`src/rtl/uart_pkg.sv`:
```
// Shared constants, receiver state encoding and helpers for the UART receive path.
// Define UART_RX_PARITY_EN to add a parity bit between D7 and the stop bit.
package uart_pkg;

  localparam int OSR       = 16;
  localparam int OS_W      = $clog2(OSR);
  localparam int DATA_BITS = 8;
  localparam int BIT_W     = $clog2(DATA_BITS);
  localparam int DIV_W     = 16;

  localparam logic [OS_W-1:0]  SAMPLE_LO  = OS_W'(7);
  localparam logic [OS_W-1:0]  SAMPLE_MID = OS_W'(8);
  localparam logic [OS_W-1:0]  SAMPLE_HI  = OS_W'(9);
  localparam logic [OS_W-1:0]  OS_LAST    = OS_W'(OSR - 1);
  localparam logic [BIT_W-1:0] BIT_LAST   = BIT_W'(DATA_BITS - 1);

  typedef enum logic [2:0] {
    ST_IDLE   = 3'd0,
    ST_START  = 3'd1,
    ST_DATA   = 3'd2,
    ST_STOP   = 3'd3,
`ifdef UART_RX_PARITY_EN
    ST_PARITY = 3'd5,
`endif
    ST_BREAK  = 3'd4
  } rx_state_e;

  function automatic logic maj3(input logic a, input logic b, input logic c);
    return (a & b) | (a & c) | (b & c);
  endfunction

endpackage

```
`src/rtl/uart_rx_fifo.sv`:
```
// Show-ahead receive FIFO: head on o_head_dat, a push is visible one clock later.
// A push while full with no same-cycle pop is dropped and flagged on o_drop.
module uart_rx_fifo #(
  parameter int DEPTH = 8,
  parameter int DW    = 8
) (
  input  logic                   clk_i,
  input  logic                   rstn_i,
  input  logic                   i_push_vld,
  input  logic [DW-1:0]          i_push_dat,
  input  logic                   i_pop_rdy,
  output logic [DW-1:0]          o_head_dat,
  output logic                   o_head_vld,
  output logic [$clog2(DEPTH):0] o_level,
  output logic                   o_drop
);

  localparam int AW = $clog2(DEPTH);
  localparam logic [AW:0] FULL_LVL = (AW + 1)'(DEPTH);

  logic [DW-1:0] r_mem [DEPTH];
  logic [AW-1:0] r_wptr;
  logic [AW-1:0] r_rptr;
  logic [AW:0]   r_level;

  logic w_empty;
  logic w_full;
  logic w_pop;
  logic w_push;

  assign w_empty = (r_level == '0);
  assign w_full  = (r_level == FULL_LVL);
  assign w_pop   = i_pop_rdy & ~w_empty;
  // A pop in the same cycle frees the slot the push needs.
  assign w_push  = i_push_vld & (~w_full | w_pop);
  assign o_drop  = i_push_vld & ~w_push;

  always_ff @(posedge clk_i or negedge rstn_i) begin
    if (!rstn_i) begin
      r_wptr  <= '0;
      r_rptr  <= '0;
      r_level <= '0;
    end else begin
      if (w_push) r_wptr <= r_wptr + 1'b1;
      if (w_pop)  r_rptr <= r_rptr + 1'b1;
      case ({w_push, w_pop})
        2'b10:   r_level <= r_level + 1'b1;
        2'b01:   r_level <= r_level - 1'b1;
        default: r_level <= r_level;
      endcase
    end
  end

  always_ff @(posedge clk_i or negedge rstn_i) begin
    if (!rstn_i) begin
      for (int i = 0; i < DEPTH; i++) r_mem[i] <= '0;
    end else if (w_push) begin
      r_mem[r_wptr] <= i_push_dat;
    end
  end

  assign o_head_dat = r_mem[r_rptr];
  assign o_head_vld = ~w_empty;
  assign o_level    = r_level;

endmodule

```
`src/rtl/uart_rx_core.sv`:
```
// 16x-oversampled 8N1 receiver into a show-ahead FIFO; byte visible 1 clock after the stop decision.
// Consumer stalls with rx_ready_i=0; bytes arriving at a full FIFO are dropped (overrun_o). Macro: UART_RX_PARITY_EN.
module uart_rx_core
  import uart_pkg::*;
#(
  parameter int FIFO_DEPTH  = 8,
  parameter int SYNC_STAGES = 2
) (
  input  logic                        clk_i,
  input  logic                        rstn_i,
  input  logic                        serial_in_i,
  input  logic [DIV_W-1:0]            div_i,
  output logic [DATA_BITS-1:0]        rx_data_o,
  output logic                        rx_valid_o,
  input  logic                        rx_ready_i,
  output logic                        frame_err_o,
  output logic                        overrun_o,
  output logic                        parity_err_o,
`ifdef UART_RX_PARITY_EN
  input  logic                        parity_odd_i,
`endif
  output logic [$clog2(FIFO_DEPTH):0] fifo_level_o
);

  rx_state_e r_state;
  rx_state_e w_state_nxt;

  logic [SYNC_STAGES-1:0] r_sync;
  logic                   r_rx_prev;
  logic                   w_rx;
  logic                   w_fall;

  logic [DIV_W-1:0]       r_div_cnt;
  logic [DIV_W-1:0]       r_div_lat;
  logic                   w_tick;

  logic [OS_W-1:0]        r_os_cnt;
  logic [BIT_W-1:0]       r_bit_cnt;
  logic                   r_smp_lo;
  logic                   r_smp_mid;
  logic [DATA_BITS-1:0]   r_shift;
  logic                   w_decide;
  logic                   w_maj;
  logic                   w_bit_end;

  logic                   w_clr_cnt;
  logic                   w_bit_clr;
  logic                   w_shift_en;
  logic                   w_push;
  logic                   w_frame_err;
  logic                   w_drop;
  logic                   r_frame_err;
  logic                   r_overrun;

  always_ff @(posedge clk_i or negedge rstn_i) begin
    if (!rstn_i) begin
      r_sync    <= '1;
      r_rx_prev <= 1'b1;
    end else begin
      r_sync    <= {r_sync[SYNC_STAGES-2:0], serial_in_i};
      r_rx_prev <= w_rx;
    end
  end

  assign w_rx   = r_sync[SYNC_STAGES-1];
  assign w_fall = r_rx_prev & ~w_rx;

  // The divisor is captured on each wrap so a change never truncates a tick period.
  always_ff @(posedge clk_i or negedge rstn_i) begin
    if (!rstn_i) begin
      r_div_cnt <= '0;
      r_div_lat <= '0;
    end else begin
      if (w_tick) r_div_lat <= div_i;
      if (w_clr_cnt || w_tick) r_div_cnt <= '0;
      else                     r_div_cnt <= r_div_cnt + 1'b1;
    end
  end

  assign w_tick    = (r_div_cnt == r_div_lat);
  assign w_decide  = w_tick & (r_os_cnt == SAMPLE_HI);
  assign w_bit_end = w_tick & (r_os_cnt == OS_LAST);
  assign w_maj     = maj3(r_smp_lo, r_smp_mid, w_rx);

  always_ff @(posedge clk_i or negedge rstn_i) begin
    if (!rstn_i) begin
      r_os_cnt  <= '0;
      r_smp_lo  <= 1'b1;
      r_smp_mid <= 1'b1;
    end else if (w_clr_cnt) begin
      r_os_cnt  <= '0;
    end else if (w_tick) begin
      r_os_cnt <= r_os_cnt + 1'b1;
      if (r_os_cnt == SAMPLE_LO)  r_smp_lo  <= w_rx;
      if (r_os_cnt == SAMPLE_MID) r_smp_mid <= w_rx;
    end
  end

  always_ff @(posedge clk_i or negedge rstn_i) begin
    if (!rstn_i) begin
      r_bit_cnt <= '0;
      r_shift   <= '0;
    end else begin
      if (w_bit_clr)       r_bit_cnt <= '0;
      else if (w_shift_en) r_bit_cnt <= r_bit_cnt + 1'b1;
      if (w_shift_en) r_shift <= {w_maj, r_shift[DATA_BITS-1:1]};
    end
  end

`ifdef UART_RX_PARITY_EN
  logic r_par_bit;
  logic w_par_en;
  logic w_par_bad;
  logic w_parity_err;
  logic r_parity_err;

  always_ff @(posedge clk_i or negedge rstn_i) begin
    if (!rstn_i)       r_par_bit <= 1'b0;
    else if (w_par_en) r_par_bit <= w_maj;
  end

  // Data plus parity bit has odd weight exactly when odd parity was sent.
  assign w_par_bad = ((^r_shift) ^ r_par_bit) != parity_odd_i;

  always_ff @(posedge clk_i or negedge rstn_i) begin
    if (!rstn_i) r_parity_err <= 1'b0;
    else         r_parity_err <= w_parity_err;
  end

  assign parity_err_o = r_parity_err;
`else
  assign parity_err_o = 1'b0;
`endif

  always_ff @(posedge clk_i or negedge rstn_i) begin
    if (!rstn_i) r_state <= ST_IDLE;
    else         r_state <= w_state_nxt;
  end

  always_comb begin
    w_state_nxt = r_state;
    case (r_state)
      ST_IDLE: begin
        if (w_fall) w_state_nxt = ST_START;
      end
      ST_START: begin
        if (w_decide && w_maj) w_state_nxt = ST_IDLE;
        else if (w_bit_end)    w_state_nxt = ST_DATA;
      end
      ST_DATA: begin
        if (w_decide && (r_bit_cnt == BIT_LAST)) begin
`ifdef UART_RX_PARITY_EN
          w_state_nxt = ST_PARITY;
`else
          w_state_nxt = ST_STOP;
`endif
        end
      end
`ifdef UART_RX_PARITY_EN
      ST_PARITY: begin
        if (w_decide) w_state_nxt = ST_STOP;
      end
`endif
      // Leaving at mid-stop leaves half a bit to catch a back-to-back start edge.
      ST_STOP: begin
        if (w_decide) w_state_nxt = w_maj ? ST_IDLE : ST_BREAK;
      end
      ST_BREAK: begin
        if (w_rx) w_state_nxt = ST_IDLE;
      end
      default: w_state_nxt = ST_IDLE;
    endcase
  end

  always_comb begin
    w_clr_cnt    = 1'b0;
    w_bit_clr    = 1'b0;
    w_shift_en   = 1'b0;
    w_push       = 1'b0;
    w_frame_err  = 1'b0;
`ifdef UART_RX_PARITY_EN
    w_par_en     = 1'b0;
    w_parity_err = 1'b0;
`endif
    case (r_state)
      ST_IDLE:  w_clr_cnt  = w_fall;
      ST_START: w_bit_clr  = w_bit_end;
      ST_DATA:  w_shift_en = w_decide;
`ifdef UART_RX_PARITY_EN
      ST_PARITY: w_par_en  = w_decide;
`endif
      ST_STOP: begin
        if (w_decide) begin
          if (!w_maj) w_frame_err = 1'b1;
`ifdef UART_RX_PARITY_EN
          else if (w_par_bad) w_parity_err = 1'b1;
`endif
          else w_push = 1'b1;
        end
      end
      default: ;
    endcase
  end

  uart_rx_fifo #(
    .DEPTH (FIFO_DEPTH),
    .DW    (DATA_BITS)
  ) u_fifo (
    .clk_i      (clk_i),
    .rstn_i     (rstn_i),
    .i_push_vld (w_push),
    .i_push_dat (r_shift),
    .i_pop_rdy  (rx_ready_i),
    .o_head_dat (rx_data_o),
    .o_head_vld (rx_valid_o),
    .o_level    (fifo_level_o),
    .o_drop     (w_drop)
  );

  always_ff @(posedge clk_i or negedge rstn_i) begin
    if (!rstn_i) begin
      r_frame_err <= 1'b0;
      r_overrun   <= 1'b0;
    end else begin
      r_frame_err <= w_frame_err;
      r_overrun   <= w_drop;
    end
  end

  assign frame_err_o = r_frame_err;
  assign overrun_o   = r_overrun;

endmodule
```
`config.mk`:
```
export PLATFORM = sky130hd
export DESIGN_NAME = uart_rx_core
export DESIGN_NICKNAME = d
export VERILOG_FILES = /design/src/rtl/uart_pkg.sv /design/src/rtl/uart_rx_fifo.sv /design/src/rtl/uart_rx_core.sv
export SDC_FILE = /design/constraint.sdc
export NUM_CORES = 1
export LEC_CHECK = 0
export ABC_CLOCK_PERIOD_IN_PS = 7400
export BUFFER_PORTS_ARGS = -buffer_cell sky130_fd_sc_hd__buf_4
export CORE_ASPECT_RATIO = 0.7
export CORE_MARGIN = 1
export CORE_UTILIZATION = 45
export CTS_CLUSTER_SIZE = 24
export DETAILED_ROUTE_END_ITERATION = 16
export GPL_ROUTABILITY_DRIVEN = 0
export PLACE_DENSITY = 0.59
export SKIP_CTS_REPAIR_TIMING = 1
export SYNTH_ARGS = -nofsm -noshare
export SYNTH_HDL_FRONTEND = slang
export SYNTH_SLANG_ARGS = --single-unit
```
`constraint.sdc`:
```
create_clock -name clk_i -period 7.4 [get_ports clk_i]
set_input_delay 0.74 -clock clk_i [delete_from_list [all_inputs] [get_ports clk_i]]
set_output_delay 0.74 -clock clk_i [all_outputs]
set_load 0.02 [all_outputs]
```
## Yosys cells after proc, flatten, opt, wreduce, memory -nomap -nowiden

Index checks and enable logic that the tools add are counted.
Widths: inputs -> output; s select.

| operators by class | value |
|---|---|
| add/subtract/negate cells | 7 |
| order comparisons | 3 |
| equal/unequal tests | 18 |
| mux-type cells | 29 |
| bitwise operators | 19 |
| reductions and logical operators | 12 |

Operator list:

| cell | count |
|---|---|
| $bwmux 64 | 1 |
| $mux 3 | 9 |
| $bmux 8 s3 | 1 |
| $demux 8 s3 | 1 |
| $mux 8 | 3 |
| $add 16x1->16 const B | 1 |
| $eq 16x16->1 | 1 |
| $eq 4x4->1 const B | 4 |
| $mux 16 | 1 |
| $pmux 3 s5 | 1 |
| $add 3x1->3 const B | 3 |
| $and 1x1->1 | 9 |
| $mux 1 | 9 |
| $add 4x1->4 const B | 2 |
| $ge 4x4->1 const B | 2 |
| $mux 4 | 2 |
| $ne 2x2->1 const B | 4 |
| $not 3->4 | 2 |
| $pmux 4 s2 | 1 |
| $eq 3x2->1 const B | 2 |
| $eq 3x3->1 const B | 2 |
| $reduce_and 3->1 | 2 |
| $reduce_bool 2->1 | 3 |
| $not 1->1 | 5 |
| 13 further kinds | 17 |

| storage, ports and cells | value |
|---|---|
| flip-flop bits (word level) | 131 |
| output and inout bits | 16 |
| logic and storage cells | 111 |

## Logic depth before layout (Yosys ltp)

Gate-level depths: netlist (run 1).

| depth | value |
|---|---|
| depth after elaboration | 9 |
| depth in mapped cells | 14 |

## By module

A second synthesis (run 1) with hierarchy kept.

| second synthesis, totals | value |
|---|---|
| cell total of the unflattened synthesis | 472 |
| area, all modules | 6327.3 um^2 |

By module, submodules not included:

| module | instances | cells an instance | area each (um^2) |
|---|---|---|---|
| uart_rx_fifo | 1 | 234 | 3636.0 |
| uart_rx_core | 1 | 238 | 2691.3 |

## Least setup slack after synthesis (run 1)

OpenSTA, ideal clock, no wires.

| path | value |
|---|---|
| kind | reg2reg |
| from | reg r_div_cnt[9] |
| to | reg u_fifo.r_level[3], in the netlist u_fifo.o_level[3] |
| arrival time | 2.492 ns |
| data required time | 7.268 ns |
| setup slack | 4.776 ns |
| cell stages (with the launch flop) | 13 |
| period minus slack after synthesis | 2.624 ns |
| cells stage by stage | dfrtp_1 xnor2_1 nand4_1 nor4_4 buf_6 nand2_1 ha_1 ha_1 a21o_1 a21oi_1 xnor2_1 nor2_1 xor2_1 |

| between the ends | value |
|---|---|
| word-level cells in the longest chain between the ends | 7 |
| elaborated cells between the ends (all ways) | 9 |
| those cells by class | 3 x eq/ne; 3 x mux; 2 x bitwise; 1 x reduce/logical |

Ends and longest elaborated chain:

| item | RTL line | source |
|---|---|---|
| from (decl) | uart_rx_core.sv:33 | `logic [DIV_W-1:0] r_div_cnt;` |
| from (signal assigned) | uart_rx_core.sv:76 | `else r_div_cnt <= r_div_cnt + 1'b1;` |
| $eq 16x16->1 (*) | uart_rx_core.sv:80 | `assign w_tick = (r_div_cnt == r_div_lat);` |
| $and 1x1->1 (*) | uart_rx_core.sv:81 | `assign w_decide = w_tick & (r_os_cnt == SAMPLE_HI);` |
| $mux 1 (*) | uart_rx_core.sv:193 | `if (w_decide) begin` |
| $mux 1 (*) | uart_rx_core.sv:185 | `case (r_state)` |
| $and 1x1->1 (*) | uart_rx_fifo.sv:35 | `assign w_push = i_push_vld & (~w_full \| w_pop);` |
| $eq 2x1->1 or $eq 2x2->1 (tied branches) | uart_rx_fifo.sv:46 | `case ({w_push, w_pop})` |
| $pmux 4 s2 or $reduce_bool 2->1 (tied branches) | - |  |
| to (signal assigned) | uart_rx_fifo.sv:47 | `2'b10: r_level <= r_level + 1'b1;` |
| to (signal assigned) | uart_rx_fifo.sv:48 | `2'b01: r_level <= r_level - 1'b1;` |
| to (signal assigned) | uart_rx_fifo.sv:49 | `default: r_level <= r_level;` |
| to (decl) | uart_rx_fifo.sv:24 | `logic [AW:0] r_level;` |

Every way passes the cells marked *; elsewhere a longest branch is shown, timed or not.
A chain may end at the register's enable or synchronous reset.

## Worst setup path in the final report (run 1)

| path | value |
|---|---|
| from | reg r_div_cnt[0] |
| to | reg u_fifo.r_level[3], in the netlist u_fifo.o_level[3] |

The elaborated chain is that of the path after synthesis.

==> key figures, run 1 <==
Route
  • Number of antenna-violating nets in the routed design: 0
  • Via Count: 3551
  • M1 WL: 6.59 mm
  • Top routing layer in use: met4
  • Drt pass-1 iters: 4
  • Initial DRC count: 257
  • Vias per std cell: ~5.1
  • Routed wl met2: 4.90 mm
  • DRC: 0
  • Post-DR wirelength/cell: 17.5 microns
  • Met3 WL post-DR: 367 microns
  • Post-Route WL: 12.0 mm

Logic synthesis
  • Count leader, synth: dfrtp_1
  • Post-synthesis mux area share: 0.260
  • Cell area after synthesis: 0.00644 sq mm
  • Fraction of registers with async set/reset: 1.00
  • Syn Area/Cell: 14.0 sq um
  • Cells after Synth: 459
  • Largest area contributor in the netlist: dfrtp_1
  • Largest family of logic cells by synthesized area: multiplexers
  • Most used DFF post-synth: dfrtp_1
  • Seq/Total Area, Yosys: 0.510
  • Netlist cell types: 54
  • Synth Area in Compound Gates: 0.0200
  • Synth top area cells: dfrtp_1 49%, mux2_2 11%, mux2_4 9.1%, mux4_2 5.6%, xnor2_1 4.1%
  • Syn nets: just under 500
  • Top cells by count, synth: 126 x dfrtp_1, 62 x mux2_2, 39 x mux2_4
  • Yosys warns: 0
  • Synthesized flop and latch total: 131
  • Synth Area in Adders: 0.0260
  • Post-synth EDFFs: 0
  • XOR/XNOR Fraction of Synth Area: 0.0530
  • Top-area cell type share of the netlist area: 0.489
  • Simple-gate share of the synthesized area: 0.0884

Final layout
  • Multi-input logic area: just under 0.003 sq mm
  • N_diodes: 0
  • Fin nets: 521
  • Total of fill cells in the finished design: 1187
  • Layout cells sized above 1: 0.396
  • P&R area growth vs syn: 14.1%
  • Register Area: between 0.003 and 0.004 sq mm
  • Design area: 0.00735 sq mm

Power and ir drop
  • Internal power: roughly 1.5 mW
  • Cell Pwr Density: 276 mW/mm^2
  • Comb pwr share: 0.144
  • Clock Power Share: 0.436
  • Net Sw Frac: 0.259
  • NetSw: between 500 and 600 uW
  • Max VDD drop: 0.161 mV
  • Lkg Pwr: 3.40 nW
  • Seq pwr share: 0.420

STA
  • Max-slew violations: 0
  • RSZ-0062 raised after global routing: no
  • Slew margin rel.: 0.315
  • Worst Clk Skew: 0.00901 ns
  • Period utilisation layout: 0.430
  • Final hold viol count: 0
  • Final setup viols: 0
  • Maximum clock rate: 315 MHz
  • Sum Neg Setup Slack: 0 ns
  • Min cycle time layout: around 3.2 ns
  • Worst Tran Pin Value: around 1.0 ns
  • Final worst slack: 4.22 ns
  • Hold Worst Slack: roughly 0.35 ns

Setup path
  • Setup crit end kind: flip-flop
  • Worst EP arrival: 3.48 ns
  • CP Data Required Time: 7.70 ns
  • Setup CP Type: reg -> reg
  • Reg-to-reg startpoint: r_div_cnt[0]$_DFF_PN0_
  • Crit path max fanout: between 40 and 50
  • Crit path from: r_div_cnt[0]$_DFF_PN0_
  • Setup crit start kind: flip-flop

Placed design
  • PortBufs: 34
  • Pre-CTS setup slack: ~4.3 ns
  • Area after DPL: 0.00673 sq mm
  • Final HPWL DP: about 7.7 mm

Global route
  • Initial antenna violation count: 0
  • First-pass GRT wire length: roughly 20 mm
  • Tot GR Track Use: 0.180
  • Largest net degree at the start of global routing: 80
  • Grt ovf: 0
  • Vias in the first global route: 3596

Clocking
  • CTS Sinks: 131
  • Register clock-pin slew on the reported worst setup and hold paths: 0.06 ns
  • CTS tree: yes
  • Clock Root Buffer: clkbuf_16
  • Max H-tree Level: 4
  • Clock Tree Buf Depth: 2
  • Worst skew pair latency: 0.42 ns
  • CTS buffer count: 17

Floorplanning
  • Die width: approximately 150 microns
  • Core area: 0.0140 sq mm
  • Initial Util: 0.461
  • Chip height: 102 microns
  • Die footprint: 0.0148 sq mm
  • Row cnt: 36
  • # IOs: 36

Job
  • Max Cap Viol: 0

Status
  • Status: finished clean

Worst hold path
  • Min-delay worst type: in -> async
[placed cells by master, fill, tap and decap left out, types with 3 or more instances in the layout]
cell / count
clkbuf_8: 7
mux2_2: 62
mux2_4: 39
ha_1: 11
and4_1: 3
nand2_1: 15
and3_4: 4
dfrtp_1: 126
xor2_1: 9
xnor2_1: 30
a21oi_1: 5
clkbuf_1: 3
bufinv_16: 3
nand3_1: 6
dfstp_2: 5
nand4_1: 9
mux2i_1: 3
nor3_1: 7
nor3b_1: 3
clkbuf_16: 17
nor2_1: 30
and3_1: 5
mux4_2: 16
buf_4: 37
inv_1: 12
[logic make-up after synthesis]
| family | after synthesis |
|---|---|
| adder cells (fa/ha/maj) | 13 |
| flip-flops | 131 |
| buffers and inverters | 38 |
| AO/OA/AOI/OAI | 18 |
| AND/OR/NAND/NOR | 99 |
| other | 1 |
| multiplexers | 120 |
| XOR/XNOR | 39 |
[worst max-delay path, cell delays in order, from the launching register on]
cell and delay (ns):
dfrtp_1 0.42, xnor2_1 0.24, nand4_1 0.17, nor4_4 0.27, buf_4 0.45, nand2_1 0.21
ha_1 0.29, ha_1 0.29, a21o_1 0.18, a21oi_1 0.18, xnor2_1 0.13, nor2_1 0.06
xor2_1 0.14
[area by class of cell]
class,instances,share of cell area
multi-input combinational,290,0.392
clock buffer,27,0.0725
clock inverter,3,0.0123
timing repair buffer,37,0.0378
sequential,131,0.447
tap,190,0.0323
inverter,12,0.00613
[worst paths after layout]
path | end | slack (ns) | depth (start not counted)
setup / recovery | u_fifo.o_level[3]$_DFFE_PN0P_ | 4.22 | 12
hold / removal | u_fifo.r_mem[52]$_DFFE_PN0P_ | 0.35 | 1
setup reg to reg | u_fifo.o_level[3]$_DFFE_PN0P_ | 4.22 | 12
hold reg to reg | r_sync[1]$_DFF_PN1_ | 0.36 | 0
max in group asynchronous | u_fifo.r_mem[17]$_DFFE_PN0P_ | 5.56 | 2
min in group clk_i | r_sync[1]$_DFF_PN1_ | 0.36 | 0
[per-layer routing]
metal	track usage	vias to the layer above
li1	-	1691
met1	0.275	1793
met2	0.235	51
met3	0.0496	16
met4	0.0736	0
met5	0	-
[state kept, by name, summed over array words and instances (netlist names)]
| register | flops |
|---|---|
| r_rx_prev | 1 |
| r_div_lat | 16 |
| u_fifo.o_level | 4 |
| r_div_cnt | 16 |
| u_fifo.r_mem | 64 |
| overrun_o | 1 |
| r_smp_lo | 1 |
| frame_err_o | 1 |
| r_sync | 2 |
| r_shift | 8 |
| r_smp_mid | 1 |
| r_os_cnt | 4 |
| r_state | 3 |
| u_fifo.r_wptr | 3 |
| r_bit_cnt | 3 |
| u_fifo.r_rptr | 3 |
[per-stage QoR]
stage          total power [mW]  instances   util
6_report                   2.03        690  0.527
5_1_grt                    2.13        690  0.527
4_1_cts                    2.06        690  0.527
3_5_place_dp               1.16        660  0.482
3_3_place_gp               1.15        660  0.482
2_1_floorplan              1.06        459      -
[power groups by stage]
stage	Combinational [mW]	Clock, mW	Sequential, mW
final	0.293	0.883	0.852
after detailed placement	0.299	0	0.865
after global placement	0.291	0	0.861
after global routing	0.328	0.939	0.861
after CTS	0.300	0.903	0.853
after floorplan	0.227	0	0.830
Note: power is estimated with default switching activity, not from simulation.
==> run 2, diff against run 1 <==
- ABC_CLOCK_PERIOD_IN_PS: 7400 -> 3200
- clock period: 7.4 -> 3.2 ns (I/O delays scaled with it)
==> key figures, run 2 (synthesized netlist as in run 1, its figures left out) <==
Status
  • Status: finished clean (unchanged)

Route
  • Via Count: 3683 (was 3551)
  • Initial DRC count: 215 (was 257)
  • Post-Route WL: 12.4 mm (was 12.0 mm)
  • DRC: 0 (unchanged)
  • Number of antenna-violating nets in the routed design: 0 (unchanged)
  • Drt pass-1 iters: 4 (unchanged)
  • Vias per std cell: 5.31 (was 5.15)
  • Post-DR wirelength/cell: 17.9 microns (was 17.5 microns)

Final layout
  • P&R area growth vs syn: 14.0% (was 14.1%)
  • Commonest non-fill, non-tap cell in the layout: dfrtp_1 (unchanged)
  • Largest Register: u_fifo.r_mem (unchanged)
  • Most frequent cells in the layout: 126 x dfrtp_1, 62 x mux2_2, 39 x mux2_4, 39 x buf_4 (was 126 x dfrtp_1, 62 x mux2_2, 39 x mux2_4, 37 x buf_4)
  • Fin nets: 526 (was 521)
  • Top Registers: u_fifo.r_mem x64, r_div_cnt x16, r_div_lat x16 (unchanged)
  • N_diodes: 0 (unchanged)
  • Layout cells sized above 1: 0.397 (was 0.396)
  • Max reg flops: 64 (unchanged)
  • Total of fill cells in the finished design: 1193 (was 1187)

Power and ir drop
  • NetSw: 1.22 mW (was 525 uW)
  • Net Sw Frac: 0.269 (was 0.259)
  • Lkg Pwr: 3.40 nW (about the same)
  • Clock Power Share: 0.413 (was 0.436)
  • Internal power: 3.30 mW (was 1.50 mW)
  • Comb pwr share: 0.152 (was 0.144)
  • Cell Pwr Density: 616 mW/mm^2 (was 276 mW/mm^2)
  • Seq pwr share: 0.435 (was 0.420)
  • Max VDD drop: 0.382 mV (was 0.161 mV)

Floorplanning
  • Die footprint: 0.0148 sq mm (unchanged)
  • Row cnt: 36 (unchanged)
  • Core area: 0.0140 sq mm (unchanged)
  • # IOs: 36 (unchanged)
  • Chip height: 102 microns (unchanged)
  • Die width: 145 microns (unchanged)
  • Initial Util: 0.461 (unchanged)

Setup path
  • Setup CP Type: reg -> reg (unchanged)
  • Setup crit start kind: flip-flop (unchanged)
  • R2R setup slack: 0.43 ns (was 4.22 ns)
  • Worst EP arrival: 3.07 ns (was 3.48 ns)
  • Crit path max fanout: 4 (was 42)
  • CP Data Required Time: 3.50 ns (was 7.70 ns)
  • Setup crit end kind: flip-flop (unchanged)

Global route
  • Vias in the first global route: 3775 (was 3596)
  • Grt ovf: 0 (unchanged)
  • Tot GR Track Use: 0.186 (was 0.180)
  • Initial antenna violation count: 0 (unchanged)
  • Largest net degree at the start of global routing: 55 (was 80)
  • First-pass GRT wire length: 20.9 mm (was 20.0 mm)

Worst hold path
  • Min-delay worst type: in -> reg (was in -> async)

STA
  • Sum Neg Setup Slack: 0 ns (unchanged)
  • Slew margin rel.: 0.368 (was 0.315)
  • Max-slew violations: 0 (unchanged)
  • RSZ-0062 raised after global routing: no (unchanged)
  • Final hold viol count: 0 (unchanged)
  • Worst Tran Pin Value: 0.948 ns (was 1.03 ns)
  • Worst Clk Skew: 0.00640 ns (was 0.00901 ns)
  • Maximum clock rate: 361 MHz (was 315 MHz)
  • Final worst slack: 0.428 ns (was 4.22 ns)
  • Period utilisation layout: 0.866 (was 0.430)
  • Final setup viols: 0 (unchanged)
  • Min cycle time layout: 2.77 ns (was 3.18 ns)

Placed design
  • Final HPWL DP: 8.04 mm (was 7.74 mm)
  • Pre-CTS setup slack: 0.427 ns (was 4.25 ns)
  • PortBufs: 34 (unchanged)

Clocking
  • Worst skew pair latency: 0.41 ns (was 0.42 ns)
  • CTS tree: yes (unchanged)
  • Register clock-pin slew on the reported worst setup and hold paths: 0.05 ns (was 0.06 ns)
  • Clock Tree Buf Depth: 2 (unchanged)
  • Max H-tree Level: 4 (unchanged)
  • Clock Root Buffer: clkbuf_16 (unchanged)
  • CTS Sinks: 131 (unchanged)
  • CTS buffer count: 17 (unchanged)

Job
  • Max Cap Viol: 0 (unchanged)
run 2: metal layers:
metal,track usage,share of wire,vias up
met2,0.257,0.42,57
met5,0,0,-
met3,0.0518,0.038,10
met1,0.282,0.53,1923
met4,0.0516,0.0097,0
li1,-,-,1693
run 2: layout make-up:
type | count | area, sq um | share of cell area
multi-input cells | 290 | 2890 | 0.393
inverters | 12 | 45.0 | 0.00613
well taps | 190 | 238 | 0.0324
flip-flops and latches | 131 | 3280 | 0.447
clock inverters | 6 | 80.1 | 0.0109
clock buffers | 23 | 478 | 0.0651
repair buffers | 42 | 333 | 0.0453
run 2: path summary, 6_finish.rpt:
path,from,to,cells past startpoint
worst max-delay path,r_div_cnt[0]$_DFF_PN0_,u_fifo.o_level[3]$_DFFE_PN0P_,11
worst min-delay path,div_i[3],r_div_lat[3]$_DFFE_PN0P_,2
worst max register to register,r_div_cnt[0]$_DFF_PN0_,u_fifo.o_level[3]$_DFFE_PN0P_,11
worst min register to register,r_sync[0]$_DFF_PN1_,r_sync[1]$_DFF_PN1_,0
max in group asynchronous,rstn_i,r_div_cnt[8]$_DFF_PN0_,3
min in group asynchronous,rstn_i,u_fifo.r_mem[20]$_DFFE_PN0P_,2
run 2: power groups by stage:
stage / clock network, mW / logic [mW] / registers (mW)
after floorplan: 0 / 0.526 / 1.92
after global placement: 0 / 0.677 / 1.99
after detailed placement: 0 / 0.694 / 2.00
after CTS: 1.90 / 0.701 / 1.97
after global routing: 1.98 / 0.778 / 1.99
final: 1.87 / 0.685 / 1.97
run 2: per-stage QoR:
step | power, mW | utilization | instances | hold slack [ns] | cell area, sq um
detailed placement | 2.69 | 0.484 | 663 | 0.347 | 6770
global placement | 2.67 | 0.484 | 663 | 0.346 | 6770
global route | 4.75 | 0.526 | 694 | 0.119 | 7340
CTS | 4.57 | 0.524 | 692 | -0.0345 | 7320
floorplan | 2.45 | - | 459 | 0.0244 | 6440
finish | 4.52 | 0.526 | 694 | 0.133 | 7340
run 2: critical path, cell delays in order, from the launching register on:
cell     delay [ns]
dfrtp_1        0.42
xnor2_1        0.21
nand4_1        0.16
nor4_4         0.38
nand2_1        0.21
ha_1           0.28
ha_1           0.29
a21o_1         0.17
a21oi_1        0.17
xnor2_1        0.15
nor2_1         0.07
xor2_1         0.14
